## config.mk

```make
export PLATFORM = sky130hd
export DESIGN_NAME = cfs_apb_master
export DESIGN_NICKNAME = d
export VERILOG_FILES = /design/src/rtl/cfs_apb_master_pkg.sv /design/src/rtl/cfs_apb_master.sv
export SDC_FILE = /design/constraint.sdc
export NUM_CORES = 1
export LEC_CHECK = 0
export ABC_AREA = 0
export ABC_CLOCK_PERIOD_IN_PS = 2250
export CAP_MARGIN = 10
export CORE_ASPECT_RATIO = 0.8
export CORE_MARGIN = 5
export CORE_UTILIZATION = 43
export CTS_BUF_LIST = sky130_fd_sc_hd__clkbuf_8
export DETAILED_ROUTE_END_ITERATION = 8
export PLACE_DENSITY = 0.94
export SLEW_MARGIN = 25
export SYNTH_ARGS = -nofsm -noshare
export SYNTH_HDL_FRONTEND = slang
export SYNTH_SLANG_ARGS = --single-unit
```

## constraint.sdc

```tcl
create_clock -name pclk -period 2.25 [get_ports pclk]
set_clock_uncertainty 0.15 [all_clocks]
set_input_delay 0.3375 -clock pclk [delete_from_list [all_inputs] [get_ports pclk]]
set_output_delay 0.3375 -clock pclk [all_outputs]
set_load 0.02 [all_outputs]
```

## src/rtl/cfs_apb_master_pkg.sv

```systemverilog
// Shared types and constants for the APB initiator.
//   apb_state_e    : transfer phase (IDLE, SETUP, ACCESS, RESP)
//   APB_DATA_WIDTH : fixed APB data bus width
package cfs_apb_master_pkg;
  localparam int APB_DATA_WIDTH = 32;

  typedef enum logic [1:0] {
    ST_IDLE   = 2'd0,
    ST_SETUP  = 2'd1,
    ST_ACCESS = 2'd2,
    ST_RESP   = 2'd3
  } apb_state_e;
endpackage

```

## src/rtl/cfs_apb_master.sv

```systemverilog
// APB3 initiator: turns a valid/ready request into one APB transfer and
// returns the outcome on a valid/ready response channel. One transfer is
// outstanding at a time. A wait-state counter aborts transfers whose
// ACCESS phase never completes.
//
// Ports
//   pclk, presetn             : clock, async active-low reset
//   req_valid/ready/addr/write/wdata : request channel (req_ready = IDLE)
//   rsp_valid/ready/rdata/slverr/timeout : response channel (registered)
//   paddr/pwrite/psel/penable/pwdata : APB requester outputs (registered)
//   pready/prdata/pslverr     : APB completer inputs
module cfs_apb_master
  import cfs_apb_master_pkg::*;
#(
  parameter int APB_ADDR_WIDTH = 16,
  parameter int TIMEOUT_CYCLES = 255
) (
  input  logic                      pclk,
  input  logic                      presetn,
  input  logic                      req_valid,
  output logic                      req_ready,
  input  logic [APB_ADDR_WIDTH-1:0] req_addr,
  input  logic                      req_write,
  input  logic [APB_DATA_WIDTH-1:0] req_wdata,
  output logic                      rsp_valid,
  input  logic                      rsp_ready,
  output logic [APB_DATA_WIDTH-1:0] rsp_rdata,
  output logic                      rsp_slverr,
  output logic                      rsp_timeout,
  output logic [APB_ADDR_WIDTH-1:0] paddr,
  output logic                      pwrite,
  output logic                      psel,
  output logic                      penable,
  output logic [APB_DATA_WIDTH-1:0] pwdata,
  input  logic                      pready,
  input  logic [APB_DATA_WIDTH-1:0] prdata,
  input  logic                      pslverr
);

  // A zero limit still needs a legal 1-bit counter; it is never advanced.
  localparam int CNT_W = (TIMEOUT_CYCLES > 0) ? $clog2(TIMEOUT_CYCLES + 1) : 1;
  localparam logic [CNT_W-1:0] CNT_LIM = CNT_W'(TIMEOUT_CYCLES);
  localparam bit TO_EN = (TIMEOUT_CYCLES != 0);

  apb_state_e                state_q;
  logic [CNT_W-1:0]          cnt_q, cnt_d;
  logic                      to_hit;
  logic [APB_ADDR_WIDTH-1:0] paddr_q;
  logic                      pwrite_q, psel_q, penable_q;
  logic [APB_DATA_WIDTH-1:0] pwdata_q, rsp_rdata_q;
  logic                      rsp_valid_q, rsp_slverr_q, rsp_timeout_q;

  // Count of the wait cycle being closed now; the limit is hit when this
  // wait would be the TIMEOUT_CYCLES-th one.
  always_comb begin
    cnt_d  = cnt_q + CNT_W'(1);
    to_hit = TO_EN && (cnt_d == CNT_LIM);
  end

  always_ff @(posedge pclk or negedge presetn) begin
    if (!presetn) begin
      state_q       <= ST_IDLE;
      cnt_q         <= '0;
      paddr_q       <= '0;
      pwrite_q      <= 1'b0;
      psel_q        <= 1'b0;
      penable_q     <= 1'b0;
      pwdata_q      <= '0;
      rsp_valid_q   <= 1'b0;
      rsp_rdata_q   <= '0;
      rsp_slverr_q  <= 1'b0;
      rsp_timeout_q <= 1'b0;
    end else begin
      case (state_q)
        ST_IDLE: begin
          // req_ready is high throughout IDLE, so req_valid alone is a handshake.
          if (req_valid) begin
            paddr_q   <= req_addr;
            pwrite_q  <= req_write;
            pwdata_q  <= req_wdata;
            psel_q    <= 1'b1;
            penable_q <= 1'b0;
            state_q   <= ST_SETUP;
          end
        end
        ST_SETUP: begin
          penable_q <= 1'b1;
          state_q   <= ST_ACCESS;
        end
        ST_ACCESS: begin
          // Completion takes priority over a limit reached in the same cycle.
          if (pready) begin
            psel_q        <= 1'b0;
            penable_q     <= 1'b0;
            rsp_valid_q   <= 1'b1;
            rsp_slverr_q  <= pslverr;
            rsp_timeout_q <= 1'b0;
            rsp_rdata_q   <= pwrite_q ? '0 : prdata;
            state_q       <= ST_RESP;
          end else if (TO_EN) begin
            cnt_q <= cnt_d;
            if (to_hit) begin
              psel_q        <= 1'b0;
              penable_q     <= 1'b0;
              rsp_valid_q   <= 1'b1;
              rsp_slverr_q  <= 1'b1;
              rsp_timeout_q <= 1'b1;
              rsp_rdata_q   <= '0;
              state_q       <= ST_RESP;
            end
          end
        end
        ST_RESP: begin
          if (rsp_ready) begin
            rsp_valid_q <= 1'b0;
            cnt_q       <= '0;
            state_q     <= ST_IDLE;
          end
        end
        default: state_q <= ST_IDLE;
      endcase
    end
  end

  assign req_ready   = (state_q == ST_IDLE);
  assign paddr       = paddr_q;
  assign pwrite      = pwrite_q;
  assign psel        = psel_q;
  assign penable     = penable_q;
  assign pwdata      = pwdata_q;
  assign rsp_valid   = rsp_valid_q;
  assign rsp_rdata   = rsp_rdata_q;
  assign rsp_slverr  = rsp_slverr_q;
  assign rsp_timeout = rsp_timeout_q;

endmodule

```

==> run metrics <==
origin of the critical flop-to-flop path cnt_q[0]; crit share post-route 92.56%; Slew Limit Fails 0; largest net degree at the start of global routing 53; DR vias/cell 5.166; Slew HR 72.57%; Hold Violations, Final 0; routed len/inst 18.09 um; Iter 0 DRT Violations 174; crit path kind reg2out; initial antenna violation count 0; Post-synth ARST share 100.0%; CP Capture Type primary output; Antenna diodes 0; half-perimeter wire length after placement 8037 um; syn_area_per_cell 13.87 um^2; run status finished clean; flops & latches, synth 96; first-pass GRT wire length 16160 um; total number of vias 3017; top-level port count 174; Max Cap Viol 0; CP Launch Type register; WP buf/inv 2; vias in the first global route 3141; Min Clock Period, post-route 2.083 ns; Top delay family on crit path buffers and inverters; CTS Root Cell clkbuf_8; CP max stage cell dfrtp_1; Main synth FF type dfrtp_1; Final nets 557; critical path's largest stage delay 0.43 ns; CP Data Arrival Time 1.60 ns; gr usage total 18.72%; R2R setup slack 0.23 ns; Post-Syn Instances 285; Critical R2R Capture rsp_rdata[7]; DRT Pass-1 Iters 4; EDFF count, synth 0; FF-to-FF path depth 6; Placed Cells 567; Synth Warn # 0; Chip Width 117.2 um; most frequent cells in the layout 171 x clkdlybuf4s50_1, 96 x dfrtp_1, 50 x mux2_2, 29 x a22o_2, 12 x o21ai_0; Fin Setup TNS 0 ns; syn_nets 378; Post-route DRC 0; post-synth cell types 42; Worst Path Required 1.76 ns; final wirelength 10560 um; TritonCTS Buffers 9; GP Congestion 0.8370; final core occ 67.66%; Pleak 0.002620 uW; Area after DPL 5849 um^2; Initial Utilization 43.94%; Final ANT Viol Nets 0; CP Cell Sequence inv_1 > ha_1 > dlygate4sd2_1; Worst-path clk slew 0.09 ns; num rows 31; Power Density 1369 nW/um^2; slew at the pin closest to its max-slew limit 0.4100 ns; largest fanout on the critical path 5; layout cells sized above 1 23.67%; non-filler cells, final 584; clk_lat worst skew 0.34 ns; clock tree sinks 96; Area Growth Syn to Fin 53.99%; VDD IR-drop max 0.7733 mV; Die Y 95.77 um; Final Cell Area 6088 um^2; core area 8999 um^2; sequential cell area fraction in the yosys report 60.76%; Die ar. 11220 um^2; commonest non-fill, non-tap cell in the layout clkdlybuf4s50_1; H-tree depth 3; CTS tree built; Min-Delay Path Class in2async; fmax 480.2 MHz; grt total ovfl 0; Final Setup Violations 0; Synth Cell Area 3954 um^2; clock buffer depth 2; hold slack 0.2661 ns; unrepaired setup endpoints after global routing no; port bufs 173
-- flip-flops by register name (all words and copies together) (netlist names) --
name / flops
cnt_q: 8
paddr: 16
penable: 1
psel: 1
pwdata: 32
pwrite: 1
rsp_rdata: 32
rsp_slverr: 1
rsp_timeout: 1
rsp_valid: 1
state_q: 2
-- how the worst max path moves through the flow --
stage | start | endpoint | slack, ns | depth (start not counted)
2_1_floorplan | state_q[0] | paddr[0] | 0.36 | 5
3_3_place_gp | pready | cnt_q[7] | 0.26 | 5
3_5_place_dp | state_q[0] | cnt_q[3] | 0.18 | 7
4_1_cts | state_q[0] | cnt_q[3] | 0.16 | 7
5_1_grt | state_q[0] | req_ready | 0.06 | 3
6_report | state_q[0] | req_ready | 0.17 | 3
-- timing repair --
item,CTS,global route
setup endpoints to repair,1,4
gates cloned,0,0
gates resized for setup,1,2
hold endpoints to repair,19,0
hold buffers,1,0
buffers inserted,0,0
pin swaps,0,0
-- logic make-up (layout without fill, tap and decap cells) --
kind of cell             after synthesis  count (layout)  synth area share [%]
buffers and inverters                 21             205                 2.784
XOR/XNOR                               1               1                0.2216
flip-flops                            96              96                 60.76
AND/OR/NAND/NOR                       42              42                 5.538
multiplexers                          51              51                 14.49
AO/OA/AOI/OAI                         68              68                 14.30
adder cells (fa/ha/maj)                6               6                 1.899
-- per-stage QoR --
stage	total power, uW	worst slack (ns)
3_3_place_gp	6974	0.2572
6_report	8336	0.1673
3_5_place_dp	7166	0.1806
5_1_grt	8814	0.06154
4_1_cts	8405	0.1647
2_1_floorplan	5090	0.3599
-- worst reg2reg max path, stage by stage, from the launching register on --
cell     delay [ns]
dfrtp_1        0.43
ha_1           0.26
nand4_1        0.14
nor3_2         0.34
o31ai_4        0.12
buf_12         0.18
a22o_2         0.29
-- power by group --
part           switching [uW]  total (uW)  internal (uW)
clock                     589        1220            629
combinational            1980        4220           2240
sequential                443        2900           2460
-- Yosys cell counts, types with 2 or more instances --
cell / count / area share, %
clkbuf_1: 4 / 0.38
a31oi_1: 3 / 0.47
inv_1: 6 / 0.57
a21boi_0: 2 / 0.38
o211ai_1: 3 / 0.57
dfrtp_1: 96 / 61
buf_6: 4 / 1.1
mux2_2: 50 / 14
nand4_1: 3 / 0.47
o21ai_0: 12 / 1.5
nand2_1: 11 / 1.0
a22o_1: 2 / 0.44
buf_1: 6 / 0.57
a22o_2: 29 / 7.3
a21oi_1: 7 / 0.89
nand2b_1: 2 / 0.32
ha_1: 6 / 1.9
and3_1: 2 / 0.32
nor2b_1: 3 / 0.47
nor2_1: 11 / 1.0
nand3_1: 2 / 0.25
-- final cells by class --
cell class	count	area, um^2
clock buffers	9	123.9
inverters	6	22.52
clock inverters	7	93.84
well taps	115	143.9
multi-input cells	168	1459
flip-flops and latches	96	2402
repair buffers	183	1843
fillers	638	2910
-- routing by layer --
layer / vias up / wire length, um / part of all wire [%] / GRT usage, %
li1: 1400 / - / - / -
met1: 1444 / 4296 / 41 / 23.55
met2: 157 / 5000 / 47 / 30.60
met3: 16 / 1124 / 11 / 6.600
met4: 0 / 142 / 1.3 / 5.540
met5: - / 0 / 0 / 0
Power figures use the tool's default switching activity.
